$ cat src/rtl/uart_rx_pkg.sv
// Shared constants and helpers for the UART receive path.
// The serial frame is one start bit, eight data bits sent LSB first, and one stop bit.
package uart_rx_pkg;

  localparam int        OVERSAMPLE = 16;
  localparam int        MID_SAMPLE = 7;
  localparam int        FRAME_BITS = 10;
  localparam logic [3:0] BIC_DONE  = 4'd10;

  typedef logic [3:0]            bsc_t;
  typedef logic [3:0]            bic_t;
  typedef logic [FRAME_BITS-1:0] frame_t;

  // A frame is bad if the start bit was sampled high or the stop bit was sampled low.
  function automatic logic frame_error(input frame_t f);
    return f[0] | ~f[FRAME_BITS-1];
  endfunction

  function automatic logic [7:0] frame_char(input frame_t f);
    return f[8:1];
  endfunction

endpackage

$ cat src/rtl/uart_rx_deserializer_if.sv
// Frame-level signals exchanged between the start-bit detector and the deserializer.
// The master drives the frame; the slave reports the bit index and the received character.
interface uart_rx_deserializer_if;
  import uart_rx_pkg::*;

  logic       enable;
  logic       data_in;
  bic_t       bic;
  logic [7:0] data_out;
  logic       char_valid;
  logic       frame_err;

  modport master (
    output enable, data_in,
    input  bic, data_out, char_valid, frame_err
  );

  modport slave (
    input  enable, data_in,
    output bic, data_out, char_valid, frame_err
  );

endinterface

$ cat src/rtl/uart_bit_timer.sv
// Oversample counter (BSC) and bit index counter (bic) for one received frame.
// Emits a mid-bit sample strobe and a strobe on the clock where bic steps from 9 to 10.
module uart_bit_timer #(
  parameter int OVERSAMPLE = uart_rx_pkg::OVERSAMPLE,
  parameter int MID_SAMPLE = uart_rx_pkg::MID_SAMPLE
) (
  input  logic              clk,
  input  logic              reset,
  input  logic              enable_i,
  output uart_rx_pkg::bic_t bic_o,
  output logic              sample_o,
  output logic              done_o
);
  import uart_rx_pkg::*;

  localparam bsc_t BSC_LAST = bsc_t'(OVERSAMPLE - 1);
  localparam bsc_t BSC_MID  = bsc_t'(MID_SAMPLE);
  localparam bic_t BIC_LAST = BIC_DONE - 4'd1;

  bsc_t bsc_q, bsc_d;
  bic_t bic_q, bic_d;

  // NOTE: every variable gets its hold value first so no path leaves it unassigned (no latch).
  always_comb begin
    bsc_d = bsc_q;
    bic_d = bic_q;
    if (!enable_i) begin
      bsc_d = '0;
      bic_d = '0;
    end else if (bic_q != BIC_DONE) begin
      // Once bic reaches 10 both counters freeze until enable drops.
      if (bsc_q == BSC_LAST) begin
        bsc_d = '0;
        bic_d = bic_q + 4'd1;
      end else begin
        bsc_d = bsc_q + 4'd1;
      end
    end
  end

  // NOTE: state registers use non-blocking assignments so every flop samples pre-edge values.
  always_ff @(posedge clk) begin
    if (reset) begin
      bsc_q <= '0;
      bic_q <= '0;
    end else begin
      bsc_q <= bsc_d;
      bic_q <= bic_d;
    end
  end

  assign bic_o    = bic_q;
  assign sample_o = enable_i && (bic_q != BIC_DONE) && (bsc_q == BSC_MID);
  assign done_o   = enable_i && (bic_q == BIC_LAST) && (bsc_q == BSC_LAST);

endmodule

$ cat src/rtl/uart_rx_deserializer.sv
// Collects ten mid-bit samples into a shift register and publishes the character
// with a framing-error flag and a one-cycle char_valid pulse at the end of each frame.
module uart_rx_deserializer #(
  parameter int OVERSAMPLE = uart_rx_pkg::OVERSAMPLE,
  parameter int MID_SAMPLE = uart_rx_pkg::MID_SAMPLE
) (
  input  logic                 clk,
  input  logic                 reset,
  uart_rx_deserializer_if.slave rx
);
  import uart_rx_pkg::*;

  bic_t       bic;
  logic       sample_stb;
  logic       done_stb;

  frame_t     sr_q, sr_d;
  logic [7:0] data_q, data_d;
  logic       err_q, err_d;
  logic       valid_q;

  uart_bit_timer #(
    .OVERSAMPLE (OVERSAMPLE),
    .MID_SAMPLE (MID_SAMPLE)
  ) u_timer (
    .clk      (clk),
    .reset    (reset),
    .enable_i (rx.enable),
    .bic_o    (bic),
    .sample_o (sample_stb),
    .done_o   (done_stb)
  );

  // New samples enter at the top, so after ten shifts the start bit sits in sr[0].
  always_comb begin
    sr_d   = sr_q;
    data_d = data_q;
    err_d  = err_q;
    if (sample_stb) begin
      sr_d = {rx.data_in, sr_q[FRAME_BITS-1:1]};
    end
    if (done_stb) begin
      data_d = frame_char(sr_q);
      err_d  = frame_error(sr_q);
    end
  end

  // NOTE: the shift register is ordinary flops, not a memory, so it is cleared with the rest.
  always_ff @(posedge clk) begin
    if (reset) begin
      sr_q    <= '0;
      data_q  <= '0;
      err_q   <= 1'b0;
      valid_q <= 1'b0;
    end else begin
      sr_q    <= sr_d;
      data_q  <= data_d;
      err_q   <= err_d;
      valid_q <= done_stb;
    end
  end

  assign rx.bic        = bic;
  assign rx.data_out   = data_q;
  assign rx.frame_err  = err_q;
  assign rx.char_valid = valid_q;

endmodule

$ cat src/flat_wrapper.sv
// flat-port wrapper written by rule: the top's interface ports become plain ports
module uart_rx_deserializer_flat import uart_rx_pkg::*;
#(
  parameter int OVERSAMPLE = uart_rx_pkg::OVERSAMPLE,
  parameter int MID_SAMPLE = uart_rx_pkg::MID_SAMPLE
)
  (clk, reset, rx_enable, rx_data_in, rx_bic, rx_data_out, rx_char_valid, rx_frame_err);
  uart_rx_deserializer_if rx_i ();
  input  logic clk;
  input  logic reset;
  input wire logic [$bits(rx_i.enable)-1:0] rx_enable;
  input wire logic [$bits(rx_i.data_in)-1:0] rx_data_in;
  output wire logic [$bits(rx_i.bic)-1:0] rx_bic;
  output wire logic [$bits(rx_i.data_out)-1:0] rx_data_out;
  output wire logic [$bits(rx_i.char_valid)-1:0] rx_char_valid;
  output wire logic [$bits(rx_i.frame_err)-1:0] rx_frame_err;
  assign rx_i.enable = rx_enable;
  assign rx_i.data_in = rx_data_in;
  assign rx_bic = rx_i.bic;
  assign rx_data_out = rx_i.data_out;
  assign rx_char_valid = rx_i.char_valid;
  assign rx_frame_err = rx_i.frame_err;
  uart_rx_deserializer #(.OVERSAMPLE(OVERSAMPLE), .MID_SAMPLE(MID_SAMPLE)) u_core (.clk(clk), .reset(reset), .rx(rx_i));
endmodule
$ cat config.mk
export PLATFORM = sky130hd
export DESIGN_NAME = uart_rx_deserializer_flat
export DESIGN_NICKNAME = d
export VERILOG_FILES = /design/src/rtl/uart_rx_pkg.sv /design/src/rtl/uart_rx_deserializer_if.sv /design/src/rtl/uart_bit_timer.sv /design/src/rtl/uart_rx_deserializer.sv /design/src/flat_wrapper.sv
export SDC_FILE = /design/constraint.sdc
export NUM_CORES = 1
export LEC_CHECK = 0
export BUFFER_PORTS_ARGS = -buffer_cell sky130_fd_sc_hd__buf_4
export CAP_MARGIN = 20
export CORE_MARGIN = 2
export CORE_UTILIZATION = 43
export CTS_CLUSTER_SIZE = 20
export DETAILED_ROUTE_END_ITERATION = 8
export HOLD_SLACK_MARGIN = 0.05
export SLEW_MARGIN = 20
export SYNTH_ARGS = -nofsm -noshare
export SYNTH_HDL_FRONTEND = slang
export SYNTH_SLANG_ARGS = --single-unit
export TNS_END_PERCENT = 10
$ cat constraint.sdc
create_clock -name clk -period 1.95 [get_ports clk]
set_input_delay 0.0975 -clock clk [delete_from_list [all_inputs] [get_ports clk]]
set_output_delay 0.0975 -clock clk [all_outputs]
set_load 0.1 [all_outputs]
==> Flow_metrics.wiki <==
{| class="wikitable"
! Metric !! Value
|-
| Fmax || between 600 and 700 MHz
|-
| Aggregate routed wire length || roughly 2400 µm
|-
| Classification of the worst-slack hold path || in2reg
|-
| Area of the mapped netlist || between 1000 and 1500 µm²
|-
| Kind of launch point of the worst setup path || flip-flop
|-
| Share of post-route cells with drive strength above 1 || between 20% and 30%
|-
| Max Cap Violations || 0
|-
| Levels on crit path || 4
|-
| Setup total negative slack || 0 ns
|-
| Yosys Warn Count || 0
|-
| Portion of the post-synthesis area used by sequential elements || a little under half
|-
| Terminus of the critical flop-to-flop path || u_core.rx.frame_err
|-
| Run status || complete, no violations
|-
| Number of core rows || 19
|-
| Clock buffers created by TritonCTS || 3
|-
| Leakage Power || ~0.58 nW
|-
| Post-Syn Nets || 138
|-
| Max-slew violation count || 0
|-
| Type of the setup path with the least slack || reg2reg
|-
| Startpoint of the worst hold path || reset
|-
| Setup clock skew after layout || 0.00251 ns
|-
| Half-perimeter wire length of the detailed placement result || around 1700 µm
|-
| Path depth of the worst reg2reg path || 4
|-
| I/O pin total || 18
|-
| Total via count in the routed design || between 900 and 1000
|-
| Resized cells post-CTS || 0
|-
| Count of TritonRoute iterations in the first routing pass || 4
|-
| Global-route wire length before repair || slightly above 4000 µm
|-
| Critical path's slowest cell || sky130_fd_sc_hd__dfxtp_1
|-
| Die area || about 3300 µm²
|-
| Clock tree from TritonCTS || yes
|-
| Worst setup slack for register-to-register paths || approximately 0.42 ns
|-
| Slew HR || 74.3%
|-
| Final-report setup violation count || 0
|-
| Critical path cell sequence || ha_1 -> nand4_1 -> nor4_1 -> nor3_1
|-
| Initial core utilization || 44.8%
|-
| Post-synth cell types || 30
|-
| Total number of H-tree levels || 1
|-
| Per-instance average area after synthesis || 9.42 µm²
|-
| Horizontal die dimension || 57.2 µm
|-
| Antenna diodes || 0
|-
| Minimum clock period after layout || between 1.5 and 2 ns
|-
| Cell class contributing the biggest share of worst-path delay || simple AND/OR/NAND/NOR gates
|-
| Maximum single-stage delay on the critical path || around 0.45 ns
|-
| Grt ovf || 0
|-
| Gpl congestion || around 0.74
|-
| Post-route antenna net violation count || 0
|-
| Clock transition at the registers of the reported paths || between 0.1 and 0.15 ns
|-
| Area of the core || approximately 2700 µm²
|-
| GRT Overall Usage || between 10% and 20%
|-
| Launching point of the worst reg2reg path || u_core.u_timer.bsc_q[0]
|-
| Deepest clock path buffer count || 2
|-
| Crit path required time || 2.18 ns
|-
| Setup repair after global routing missed its margin || false
|-
| Root cell of the clock tree || sky130_fd_sc_hd__clkbuf_4
|-
| Worst slack, placed || around 0.45 ns
|-
| Antenna violations before repair || 0
|-
| Final Cycle Share || between 70% and 80%
|-
| Die height || 57.2 µm
|-
| Buffers & Inverters on Critical Path || 0
|-
| Drt initial violations || 31
|-
| Maximum fanout encountered on the critical timing path || 10
|-
| Number of sinks driven by the clock tree || 28
|-
| Worst ir drop on vdd || ~0.59 mV
|-
| Final Hold Violating Endpoints || 0
|-
| Cells on Worst Hold Path || 2
|-
| Number of instances in the synthesized netlist || ~130
|-
| Mean routed wirelength per cell || 13.6 µm
|-
| Number of port buffers || 17
|-
| Number of remaining DRC errors || 0
|-
| Nets || 156
|-
| Yosys reg bits || 28
|-
| Transition time at the pin with the least slew margin || 0.384 ns
|-
| Routed vias/inst || around 5.4
|-
| Worst min-delay path endpoint || u_core.rx.data_out[2]
|-
| Maximum number of pins on one net before global-route repair || 23
|-
| Via count of the first global-routing pass || about 870
|-
| Post-synthesis to final-layout area growth || 14.8%
|-
| Power density over cell area || ~600 nW/µm²
|-
| Source-to-sink clock delay at the later pin of the worst-skew pair || approximately 0.32 ns
|-
| Crit end category || flip-flop
|-
| Arrival time of the worst setup path || 1.76 ns
|-
| Final Worst Setup Slack || 0.416 ns
|}
report_power, final:
| group | switching, mW | internal, mW |
|---|---|---|
| combinational | 0.0129 | 0.0121 |
| clock | 0.164 | 0.0724 |
| sequential | 0.00285 | 0.574 |
kinds of logic (layout without fill, tap and decap cells):
logic type,Yosys count,after routing,synth area share (%)
and+or+nand+nor,43,43,21.7
AOI/OAI and AO/OA,31,31,14.1
DFF,28,28,46.1
buffers and inverters,11,27,3.91
muxes,10,10,8.24
adders and majority gates,5,5,5.15
xor gates and xnor gates,1,1,0.721
how the worst max path moves through the flow:
stage,startpoint,end,slack [ns]
final,u_core.u_timer.bsc_q[0],u_core.rx.frame_err,0.42
after global routing,u_core.u_timer.bsc_q[0],u_core.rx.frame_err,0.24
after CTS,u_core.u_timer.bsc_q[0],u_core.rx.frame_err,0.42
after detailed placement,u_core.u_timer.bsc_q[0],u_core.rx.frame_err,0.45
after global placement,u_core.u_timer.bsc_q[0],u_core.rx.frame_err,0.51
after floorplan,u_core.u_timer.bic_o[3],u_core.sr_q[0],0.03
cells in the mapped netlist:
| library cell | n | area [µm²] |
|---|---|---|
| sky130_fd_sc_hd__a211oi_1 | 2 | 15.0 |
| sky130_fd_sc_hd__a21o_1 | 1 | 7.51 |
| sky130_fd_sc_hd__a21oi_1 | 16 | 80.1 |
| sky130_fd_sc_hd__a31o_2 | 1 | 8.76 |
| sky130_fd_sc_hd__and2b_2 | 1 | 8.76 |
| sky130_fd_sc_hd__and3_2 | 1 | 7.51 |
| sky130_fd_sc_hd__and3b_1 | 2 | 17.5 |
| sky130_fd_sc_hd__and4_2 | 1 | 10.0 |
| sky130_fd_sc_hd__buf_2 | 1 | 5.00 |
| sky130_fd_sc_hd__buf_4 | 1 | 7.51 |
| sky130_fd_sc_hd__clkbuf_1 | 3 | 11.3 |
| sky130_fd_sc_hd__clkbuf_2 | 1 | 5.00 |
| sky130_fd_sc_hd__dfxtp_1 | 28 | 561 |
| sky130_fd_sc_hd__ha_1 | 5 | 62.6 |
| sky130_fd_sc_hd__inv_1 | 5 | 18.8 |
| sky130_fd_sc_hd__mux2i_1 | 10 | 100 |
| sky130_fd_sc_hd__nand2_1 | 3 | 11.3 |
| sky130_fd_sc_hd__nand2b_1 | 12 | 75.1 |
| sky130_fd_sc_hd__nand3_1 | 10 | 50.1 |
| sky130_fd_sc_hd__nand3_2 | 1 | 10.0 |
| sky130_fd_sc_hd__nand3b_1 | 1 | 7.51 |
| sky130_fd_sc_hd__nand3b_2 | 1 | 11.3 |
| sky130_fd_sc_hd__nand4_1 | 3 | 18.8 |
| sky130_fd_sc_hd__nor2_1 | 2 | 7.51 |
| sky130_fd_sc_hd__nor3_1 | 3 | 15.0 |
| sky130_fd_sc_hd__nor4_1 | 1 | 6.26 |
| sky130_fd_sc_hd__o21ai_0 | 9 | 45.0 |
| sky130_fd_sc_hd__o31ai_1 | 2 | 15.0 |
| sky130_fd_sc_hd__or4_1 | 1 | 7.51 |
| sky130_fd_sc_hd__xnor2_1 | 1 | 8.76 |
registers in the layout, summed over array words and instances, names as in the netlist:
name and count:
u_core.rx.char_valid 1, u_core.rx.data_out 8, u_core.rx.frame_err 1, u_core.sr_q 10
u_core.u_timer.bic_o 4, u_core.u_timer.bsc_q 4
per-layer routing:
| layer | vias up | track usage [%] | part of all wire, % |
|---|---|---|---|
| met5 | - | 0 | 0 |
| met4 | 0 | 2.66 | 0.71 |
| met3 | 2 | 4.76 | 3.5 |
| met2 | 16 | 26.8 | 49 |
| met1 | 439 | 19.5 | 47 |
| li1 | 495 | - | - |
through the flow:
step / power, mW / instances / hold slack [ns] / cell area (µm²) / utilization [%]
after floorplan: 0.605 / 129 / 0.250 / 1220 / -
after global placement: 0.612 / 172 / 0.369 / 1360 / 50.3
after detailed placement: 0.613 / 172 / 0.374 / 1360 / 50.3
after CTS: 0.846 / 176 / 0.0578 / 1400 / 51.5
after global routing: 0.866 / 176 / 0.0767 / 1400 / 51.5
final: 0.838 / 176 / 0.0639 / 1400 / 51.5
repair_timing:
item	4_1_cts	5_1_grt
buffers inserted	0	0
hold buffers	1	0
hold endpoints to repair	1	0
placed cells by master (no fill, tap or decap), types with 3 or more instances in the layout:
cell | netlist | routed
sky130_fd_sc_hd__dfxtp_1 | 28 | 26
sky130_fd_sc_hd__a21oi_1 | 16 | 16
sky130_fd_sc_hd__buf_4 | 1 | 18
sky130_fd_sc_hd__ha_1 | 5 | 5
sky130_fd_sc_hd__nand2b_1 | 12 | 12
sky130_fd_sc_hd__nor3_1 | 3 | 3
sky130_fd_sc_hd__mux2i_1 | 10 | 10
sky130_fd_sc_hd__nand3_1 | 10 | 10
sky130_fd_sc_hd__clkbuf_4 | 0 | 3
sky130_fd_sc_hd__inv_1 | 5 | 5
sky130_fd_sc_hd__o21ai_0 | 9 | 9
sky130_fd_sc_hd__nand4_1 | 3 | 3
sky130_fd_sc_hd__nand2_1 | 3 | 3
final cells by class:
type / count / area [µm²]
Clock buffer: 3 / 22.5
Fill cell: 267 / 1320
Inverter: 5 / 18.8
Multi-Input combinational cell: 90 / 607
Sequential cell: 28 / 563
Tap cell: 31 / 38.8
Timing Repair Buffer: 19 / 145
Power figures use the tool's default switching activity.
